<file path="src/rtl/ex_mdu_if.sv">
// Request/result handshake between the EX stage and the multiply/divide unit.
// master = issuing stage (drives request, flush, result ready), slave = ex_mdu.
interface ex_mdu_if #(
  parameter int XLEN = 32
);
  logic            flush;
  logic            valid_i;
  logic            ready_o;
  logic [2:0]      op_i;
  logic [XLEN-1:0] a_i;
  logic [XLEN-1:0] b_i;
  logic [4:0]      rd_i;
  logic            valid_o;
  logic            ready_i;
  logic [XLEN-1:0] result_o;
  logic [4:0]      rd_o;
  logic            illegal_o;

  modport master (
    output flush, valid_i, op_i, a_i, b_i, rd_i, ready_i,
    input  ready_o, valid_o, result_o, rd_o, illegal_o
  );

  modport slave (
    input  flush, valid_i, op_i, a_i, b_i, rd_i, ready_i,
    output ready_o, valid_o, result_o, rd_o, illegal_o
  );
endinterface

</file>
<file path="src/rtl/ex_mdu.sv">
// Iterative RV-style MUL/DIV unit; divider only built with EX_MDU_DIV_EN.
// Latency XLEN+1 cycles (2 for div-by-zero, overflow and illegal ops).
// Accepts only when idle; result held in DONE until ready_i or flush.
module ex_mdu #(
  parameter int XLEN  = 32,
  parameter int CNT_W = 6
) (
  input logic     clk,
  input logic     rst,
  ex_mdu_if.slave bus
);

  localparam logic [1:0] S_IDLE = 2'd0;
  localparam logic [1:0] S_BUSY = 2'd1;
  localparam logic [1:0] S_DONE = 2'd2;
  localparam logic [CNT_W-1:0] LAST = CNT_W'(XLEN - 1);

  logic [1:0]      state;
  logic [CNT_W-1:0] cnt;
  logic [2:0]      op_q;
  logic [4:0]      rd_q;
  logic [XLEN-1:0] m_q;
  logic [XLEN-1:0] res_q;
  logic [2*XLEN:0] p_q;
  logic            neg_q, spec_q, ill_q;

  logic            is_div, a_sgnd, b_sgnd, a_neg, b_neg, neg_n;
  logic [XLEN-1:0] a_mag, b_mag;
  logic            spec_n, ill_n;
  logic [XLEN-1:0] spec_res;

  always_comb begin
    a_sgnd = 1'b0;
    b_sgnd = 1'b0;
    case (bus.op_i)
      3'd1, 3'd4, 3'd6: begin a_sgnd = 1'b1; b_sgnd = 1'b1; end
      3'd2:             a_sgnd = 1'b1;
      default:          ;
    endcase
  end

  assign is_div = bus.op_i[2];
  assign a_neg  = a_sgnd & bus.a_i[XLEN-1];
  assign b_neg  = b_sgnd & bus.b_i[XLEN-1];
  assign a_mag  = a_neg ? -bus.a_i : bus.a_i;
  assign b_mag  = b_neg ? -bus.b_i : bus.b_i;
  // Remainder follows the dividend sign; quotient and product the xor of signs.
  assign neg_n  = (is_div && bus.op_i[1]) ? a_neg : (a_neg ^ b_neg);

`ifdef EX_MDU_DIV_EN
  logic div_zero, div_ovf;
  assign div_zero = is_div && (bus.b_i == '0);
  assign div_ovf  = is_div && !bus.op_i[0] && (bus.b_i == '1) &&
                    (bus.a_i == {1'b1, {(XLEN-1){1'b0}}});
  assign spec_n   = div_zero | div_ovf;
  assign ill_n    = 1'b0;
  always_comb begin
    spec_res = '0;
    if (div_zero)     spec_res = bus.op_i[1] ? bus.a_i : '1;
    else if (div_ovf) spec_res = bus.op_i[1] ? '0 : bus.a_i;
  end
`else
  assign spec_n   = is_div;
  assign ill_n    = is_div;
  assign spec_res = '0;
`endif

  // p_q = {hi, lo}: hi accumulates product / partial remainder, lo holds multiplier / quotient.
  logic [XLEN:0]     hi, mul_add;
  logic [XLEN-1:0]   lo;
  logic [2*XLEN:0]   mul_p, p_n;
  logic [2*XLEN-1:0] mul_full, mul_fix;
  logic [XLEN-1:0]   mul_res, fin_res;

  assign hi       = p_q[2*XLEN:XLEN];
  assign lo       = p_q[XLEN-1:0];
  assign mul_add  = hi + (p_q[0] ? {1'b0, m_q} : '0);
  assign mul_p    = {mul_add, lo} >> 1;
  assign mul_full = p_n[2*XLEN-1:0];
  assign mul_fix  = neg_q ? -mul_full : mul_full;
  assign mul_res  = (op_q == 3'd0) ? mul_fix[XLEN-1:0] : mul_fix[2*XLEN-1:XLEN];

`ifdef EX_MDU_DIV_EN
  logic [XLEN:0]   sh, diff;
  logic [2*XLEN:0] div_p;
  logic [XLEN-1:0] div_raw, div_res;
  assign sh      = {hi[XLEN-1:0], lo[XLEN-1]};
  assign diff    = sh - {1'b0, m_q};
  assign div_p   = diff[XLEN] ? {sh, lo[XLEN-2:0], 1'b0} : {diff, lo[XLEN-2:0], 1'b1};
  assign p_n     = op_q[2] ? div_p : mul_p;
  assign div_raw = op_q[1] ? p_n[2*XLEN-1:XLEN] : p_n[XLEN-1:0];
  assign div_res = neg_q ? -div_raw : div_raw;
  assign fin_res = op_q[2] ? div_res : mul_res;
`else
  assign p_n     = mul_p;
  assign fin_res = mul_res;
`endif

  always_ff @(posedge clk) begin
    if (rst) begin
      state  <= S_IDLE;
      cnt    <= '0;
      op_q   <= '0;
      rd_q   <= '0;
      m_q    <= '0;
      p_q    <= '0;
      res_q  <= '0;
      neg_q  <= 1'b0;
      spec_q <= 1'b0;
      ill_q  <= 1'b0;
    end else begin
      case (state)
        S_IDLE: begin
          if (bus.valid_i && !bus.flush) begin
            state  <= S_BUSY;
            cnt    <= '0;
            op_q   <= bus.op_i;
            rd_q   <= bus.rd_i;
            neg_q  <= neg_n;
            spec_q <= spec_n;
            ill_q  <= ill_n;
            res_q  <= spec_res;
            m_q    <= is_div ? b_mag : a_mag;
            p_q    <= {{(XLEN+1){1'b0}}, (is_div ? a_mag : b_mag)};
          end
        end
        S_BUSY: begin
          if (bus.flush) begin
            state <= S_IDLE;
          end else if (spec_q) begin
            state <= S_DONE;
          end else begin
            p_q <= p_n;
            cnt <= cnt + 1'b1;
            if (cnt == LAST) begin
              state <= S_DONE;
              res_q <= fin_res;
            end
          end
        end
        S_DONE: begin
          if (bus.flush || bus.ready_i) state <= S_IDLE;
        end
        default: state <= S_IDLE;
      endcase
    end
  end

  assign bus.ready_o   = (state == S_IDLE);
  assign bus.valid_o   = (state == S_DONE);
  assign bus.result_o  = bus.valid_o ? res_q : '0;
  assign bus.rd_o      = bus.valid_o ? rd_q : '0;
  assign bus.illegal_o = bus.valid_o & ill_q;

endmodule
</file>
<file path="src/flat_wrapper.sv">
// flat-port wrapper written by rule: the top's interface ports become plain ports
module ex_mdu_flat 
#(
  parameter int XLEN  = 32,
  parameter int CNT_W = 6
)
  (clk, rst, bus_flush, bus_valid_i, bus_op_i, bus_a_i, bus_b_i, bus_rd_i, bus_ready_i, bus_ready_o, bus_valid_o, bus_result_o, bus_rd_o, bus_illegal_o);
  ex_mdu_if #(.XLEN(XLEN)) bus_i ();
  input logic clk;
  input logic rst;
  input wire logic [$bits(bus_i.flush)-1:0] bus_flush;
  input wire logic [$bits(bus_i.valid_i)-1:0] bus_valid_i;
  input wire logic [$bits(bus_i.op_i)-1:0] bus_op_i;
  input wire logic [$bits(bus_i.a_i)-1:0] bus_a_i;
  input wire logic [$bits(bus_i.b_i)-1:0] bus_b_i;
  input wire logic [$bits(bus_i.rd_i)-1:0] bus_rd_i;
  input wire logic [$bits(bus_i.ready_i)-1:0] bus_ready_i;
  output wire logic [$bits(bus_i.ready_o)-1:0] bus_ready_o;
  output wire logic [$bits(bus_i.valid_o)-1:0] bus_valid_o;
  output wire logic [$bits(bus_i.result_o)-1:0] bus_result_o;
  output wire logic [$bits(bus_i.rd_o)-1:0] bus_rd_o;
  output wire logic [$bits(bus_i.illegal_o)-1:0] bus_illegal_o;
  assign bus_i.flush = bus_flush;
  assign bus_i.valid_i = bus_valid_i;
  assign bus_i.op_i = bus_op_i;
  assign bus_i.a_i = bus_a_i;
  assign bus_i.b_i = bus_b_i;
  assign bus_i.rd_i = bus_rd_i;
  assign bus_i.ready_i = bus_ready_i;
  assign bus_ready_o = bus_i.ready_o;
  assign bus_valid_o = bus_i.valid_o;
  assign bus_result_o = bus_i.result_o;
  assign bus_rd_o = bus_i.rd_o;
  assign bus_illegal_o = bus_i.illegal_o;
  ex_mdu #(.XLEN(XLEN), .CNT_W(CNT_W)) u_core (.clk(clk), .rst(rst), .bus(bus_i));
endmodule
</file>
<file path="config.mk">
export PLATFORM = sky130hd
export DESIGN_NAME = ex_mdu_flat
export DESIGN_NICKNAME = d
export VERILOG_FILES = /design/src/rtl/ex_mdu_if.sv /design/src/rtl/ex_mdu.sv /design/src/flat_wrapper.sv
export SDC_FILE = /design/constraint.sdc
export NUM_CORES = 1
export LEC_CHECK = 0
export ABC_CLOCK_PERIOD_IN_PS = 3800
export BUFFER_PORTS_ARGS = -buffer_cell sky130_fd_sc_hd__buf_2
export CAP_MARGIN = 20
export CORE_AREA = 4 4 164 166
export DETAILED_ROUTE_END_ITERATION = 7
export DIE_AREA = 0 0 168 170
export GPL_TIMING_DRIVEN = 0
export HOLD_SLACK_MARGIN = 0.03
export PLACE_DENSITY = 0.76
export SETUP_SLACK_MARGIN = 0.02
export SKIP_LAST_GASP = 1
export SLEW_MARGIN = 20
export SYNTH_ARGS = -nofsm -noshare
export SYNTH_HDL_FRONTEND = slang
export SYNTH_SLANG_ARGS = --single-unit
export TNS_END_PERCENT = 5
</file>
<file path="constraint.sdc">
create_clock -name clk -period 3.8 [get_ports clk]
set_input_delay 0.76 -clock clk [delete_from_list [all_inputs] [get_ports clk]]
set_output_delay 0.76 -clock clk [all_outputs]
set_load 0.02 [all_outputs]
</file>
# Yosys cells after proc, flatten, opt, wreduce, memory -nomap -nowiden
# Cells that the tools add are included.
# totals
out_inout_bits,40
reg_bits,147
input_bits,77
# op_classes
reduce_logical,13
n_addsub,5
eq_ne,13
n_bitwise,4
muxes,31
# op_table
operator,count
32-bit two-way mux,11
65-bit two-way mux,3
65-bit case mux with 2 select lines,1
64-bit two-way mux,1
32-bit negator,2
64-bit negator,1
32-bit case mux with 2 select lines,1
33-bit adder,1
6-bit two-way mux,3
6-bit case mux with 2 select lines,1
2-bit two-way mux,5
"6-bit by 1-bit adder with 6-bit output, second input constant",1
"3-bit equality test, second input constant",2
"6-bit by 5-bit equality test with 1-bit output, second input constant",1
"2-bit != test, second input constant",3
2-bit case mux with 3 select lines,1
5-bit two-way mux,1
5-bit AND reduction,1
"2-bit by 1-bit != test with 1-bit output, second input constant",2
"4-bit by 2-bit != test with 1-bit output, second input constant",1
4-bit AND reduction,1
4-bit OR reduction,1
1-bit AND,3
"3-bit by 1-bit equality test with 1-bit output, second input constant",1
other kinds (14),17

# Logic depth before layout (Yosys ltp)
# logic_depth
depth_word,9
mapped_depth,16
mapped_depth_nobuf,14

# Worst setup path after synthesis
# Ideal clock, no wire load.
# synth_path
kind,register -> register
from,register u_core.p_q[0]
to,register u_core.res_q[26]
path_stages_with_launch,16
setup_ns,0.086
path_slack_ns,-0.392
path_buffers,1
required_ns,3.714
t_arrival_ns,4.106
cell_sequence,dfxtp_1 clkbuf_1 and2_1 ha_1 fa_1 a21oi_1 nor3_1 nor4_1 a2111oi_0 nor4_1 nand3_2 or4_4 or4b_1 o21ai_2 xor2_1 a211oi_1
# synth_between
elab_chain_len,9
# synth_lines
item,line_no,rtl
"start, declared",ex_mdu.sv:24,logic [2*XLEN:0] p_q;
"start signal, assigned",ex_mdu.sv:124,"p_q <= {{(XLEN+1){1'b0}}, (is_div ? a_mag : b_mag)};"
"start signal, assigned",ex_mdu.sv:133,p_q <= p_n;
32-bit two-way mux (*),ex_mdu.sv:77,"assign mul_add = hi + (p_q[0] ? {1'b0, m_q} : '0);"
33-bit adder (*),ex_mdu.sv:77,
64-bit negator,ex_mdu.sv:80,assign mul_fix = neg_q ? -mul_full : mul_full;
64-bit two-way mux (*),ex_mdu.sv:80,
32-bit two-way mux (*),ex_mdu.sv:81,assign mul_res = (op_q == 3'd0) ? mul_fix[XLEN-1:0] : mul_fix[2*XLEN-1:XLEN];
32-bit two-way mux (*),ex_mdu.sv:135,if (cnt == LAST) begin
32-bit two-way mux (*),ex_mdu.sv:130,end else if (spec_q) begin
32-bit two-way mux (*),ex_mdu.sv:128,if (bus.flush) begin
32-bit case mux with 2 select lines (*),ex_mdu.sv:112,case (state)
"end signal, assigned",ex_mdu.sv:122,res_q <= spec_res;
"end signal, assigned",ex_mdu.sv:137,res_q <= fin_res;
"end, declared",ex_mdu.sv:23,logic [XLEN-1:0] res_q;
# Every way passes the cells marked *; elsewhere a longest branch is shown, timed or not. The select of a mux whose other input is x is not followed.
# A chain may end at the register's enable or synchronous reset.

# Worst setup path in the final report
# Same ends and word-level chain as after synthesis.

==> flow_summary.json <==
{
  "die_w_um": 168,
  "hold_ws_ns": 0.431,
  "maxSlewViolCount": 0,
  "nets": 1865,
  "rows": 59,
  "place_area_mm2": 0.0124,
  "critPathKind": "reg -> reg",
  "finalInstanceArea_mm2": 0.0138,
  "synthArstFlopShare_pct": 0,
  "synth_flop_cell": "dfxtp_1",
  "worstPathCellList": "clkbuf_8, and2_4, ha_4, fa_2, a21oi_4, o211ai_1, buf_4, buf_4, a21oi_4, o21ai_2, nor3_4, nand3_2, or4_4, or4b_4, o21ai_4, xor2_2, a211oi_1",
  "drc": 0,
  "first_pass_iters": 8,
  "path_clk_slew_ns": 0.06,
  "vias_per_cell": 6.10,
  "period_minus_slack_ns": 4.24,
  "cts_sinks": 145,
  "cp-end-kind": "register",
  "num_vias": 12800,
  "routabilityCongestion": 1.04,
  "numCtsBuffers": 17,
  "dp.cells": 2037,
  "cp.arrival_ns": 4.52,
  "cts_root_buffer": "clkbuf_16",
  "synth_area_mm2": 0.0113,
  "clk_latency_ns": 0.44,
  "setup_violations": 18,
  "required_ns": 4.08,
  "fmax_ghz": 0.236,
  "finalCritPeriodShare_pct": 112,
  "area_growth_pct": 22.2,
  "cp_max_fo": 10,
  "start_util_pct": 44.2,
  "finalCoreUtilization_pct": 54.0,
  "h-tree-depth": 4,
  "pin_count": 117,
  "postSynthAreaPerCell_um2": 7.13,
  "leakage_nw": 5.22,
  "synth_cells": 1588,
  "grt_pass1_wl_um": 67500,
  "die_h_um": 170,
  "hold_viol": 0,
  "ys_types": 72,
  "cts_tree": "built",
  "final.setup_skew_ns": 0.0205,
  "slew_headroom_pct": 19.1,
  "cap_violations": 0,
  "rsz0062_at_grt": "yes",
  "peakVddDrop_mv": 0.310,
  "diodes": 0,
  "synth_area_leader_cell": "dfxtp_1",
  "routedWlPerCell_um": 20.8,
  "synth_edf_count": 0,
  "postRouteAntennaNets": 0,
  "hold_path.class": "reg -> reg",
  "slowest_delay_ns": 0.54,
  "wl_um": 43800,
  "grt_usage_pct": 29.7,
  "layout.cells.non_filler": 2099,
  "dp_hpwl_um": 33900,
  "ctsHoldBuffers": 0,
  "grt_max_degree": 17,
  "yosys_warnings": 0,
  "synth_top_area_share_pct": 25.6,
  "synth_seq_cells": 145,
  "finalPower_mw": 4.40,
  "grt_pass1_vias": 12200,
  "io_buffers": 114,
  "cp_slowest_cell": "or4_4",
  "grt_overflow": 0,
  "outcome": "finished, violations left",
  "antenna_found_initial": 1,
  "critPathLaunchType": "register",
  "violations": "negative setup slack",
  "die-area_mm2": 0.0286,
  "syn_nets": 1702,
  "fillers": 2398,
  "clockBufferDepth": 2,
  "p_per_area_mw_per_mm2": 318,
  "drive_above_1_share_pct": 17.0,
  "first_iter_violations": 1672,
  "synthTopCellsByArea": "dfxtp_1 (26%), nand2_1 (7.4%), a21oi_1 (6.4%)",
  "yosysSeqAreaShare_pct": 25.6,
  "coreArea_mm2": 0.0256,
  "setup_slack_ns": -0.442,
  "worst_pin_slew_ns": 1.20
}
==> final cells by class <==
type / count / area (um^2) / area share, %
inverter: 18 / 67.6 / 0.488
clock inverter: 14 / 169 / 1.22
buffer: 105 / 468 / 3.38
clock buffer: 18 / 429 / 3.10
sequential: 145 / 2910 / 21.0
multi-input combinational: 1311 / 8510 / 61.5
timing repair buffer: 153 / 867 / 6.27
tap: 335 / 419 / 3.03
==> what timing repair did <==
action / CTS / global route
setup endpoints to repair: 24 / 29
pin swaps: 36 / 24
buffers inserted: 29 / 10
resized for setup: 81 / 38
==> where the power goes <==
| group | switching [mW] | internal [mW] | leakage, nW |
|---|---|---|---|
| clock | 0.755 | 0.992 | 0.284 |
| combinational | 0.651 | 0.332 | 3.76 |
| sequential | 0.0881 | 1.58 | 1.18 |
| total | 1.49 | 2.90 | 5.22 |
==> layer usage <==
| layer | global-route usage, % | routed length, um | vias to the layer above |
|---|---|---|---|
| met5 | 0 | 12 | - |
| met4 | 14.6 | 2300 | 2 |
| met3 | 5.30 | 4090 | 147 |
| met2 | 47.3 | 19400 | 727 |
| met1 | 39.0 | 17900 | 5897 |
| li1 | - | - | 6041 |
==> worst max-delay path: cells and delay by family (launching register included) <==
kind,cells,cell delay [ns]
adder cells (fa/ha/maj),2,0.55
flip-flops,1,0.36
XOR/XNOR,1,0.19
AO/OA/AOI/OAI,6,0.96
buffers and inverters,3,0.49
AND/OR/NAND/NOR,5,1.52
==> cell usage after synthesis, types with 5 or more instances <==
| master | number |
|---|---|
| and2_1 | 80 |
| o21ai_0 | 76 |
| a31oi_1 | 17 |
| inv_1 | 17 |
| xnor2_1 | 62 |
| o41ai_1 | 9 |
| nor2_1 | 179 |
| and3_1 | 6 |
| nand4_1 | 14 |
| clkbuf_1 | 103 |
| dfxtp_1 | 145 |
| nor2b_1 | 12 |
| or2_2 | 11 |
| mux2i_1 | 15 |
| or3_1 | 27 |
| nand2_1 | 222 |
| buf_1 | 8 |
| a21oi_1 | 144 |
| or4_1 | 9 |
| a211oi_1 | 21 |
| o211ai_1 | 57 |
| nand3_1 | 29 |
| a311oi_1 | 24 |
| nor4_1 | 17 |
| a22oi_1 | 31 |
| a21o_1 | 11 |
| o22ai_1 | 5 |
| o31ai_1 | 24 |
| ha_1 | 36 |
| nor3_1 | 37 |
| o21a_1 | 5 |
| nand2b_1 | 10 |
| xor2_1 | 54 |
==> through the flow <==
| step | setup WS [ns] | setup TNS [ns] |
|---|---|---|
| floorplan | -0.173 | -0.716 |
| global placement | -0.851 | -9.51 |
| detailed placement | -0.872 | -10.14 |
| CTS | -0.335 | -3.04 |
| global route | -0.490 | -6.92 |
| finish | -0.442 | -4.31 |
==> cell families (layout without fill, tap and decap cells) <==
kind of cell    count (synthesis)  in the layout  share of synthesized area, %
buf+inv                       132            308                          4.47
fa+ha+maj                      37             37                          4.16
simple gates                  680            680                          28.9
xor+xnor                      116            116                          8.98
flops                         145            145                          25.6
compound gates                461            461                          26.4
mux                            17             17                          1.53
==> worst paths after layout <==
path | start | to | slack [ns] | depth (start not counted)
setup / recovery | u_core.p_q[0] | u_core.res_q[26] | -0.44 | 17
hold / removal | u_core.res_q[21] | u_core.res_q[21] | 0.43 | 2
setup reg to reg | u_core.p_q[0] | u_core.res_q[26] | -0.44 | 17
hold reg to reg | u_core.res_q[21] | u_core.res_q[21] | 0.43 | 2
==> flip-flops by register name, indices dropped and copies added, names as in the netlist <==
| name | cells |
|---|---|
| u_core.m_q | 32 |
| u_core.cnt | 6 |
| u_core.res_q | 32 |
| u_core.state | 2 |
| u_core.neg_q | 1 |
| u_core.rd_q | 5 |
| u_core.op_q | 3 |
| u_core.p_q | 64 |
==> placed cells by master (no fill, tap or decap), types with 28 or more instances in the layout <==
cell / count
nand3_1: 28
a22oi_1: 31
xor2_1: 46
dfxtp_1: 144
o21ai_0: 70
clkbuf_1: 87
and2_1: 78
nand2_1: 221
buf_2: 116
xnor2_1: 59
buf_4: 39
a21oi_1: 128
nor3_1: 34
nor2_1: 178
o211ai_1: 57
No activity file was read; power rests on OpenSTA's default activity.
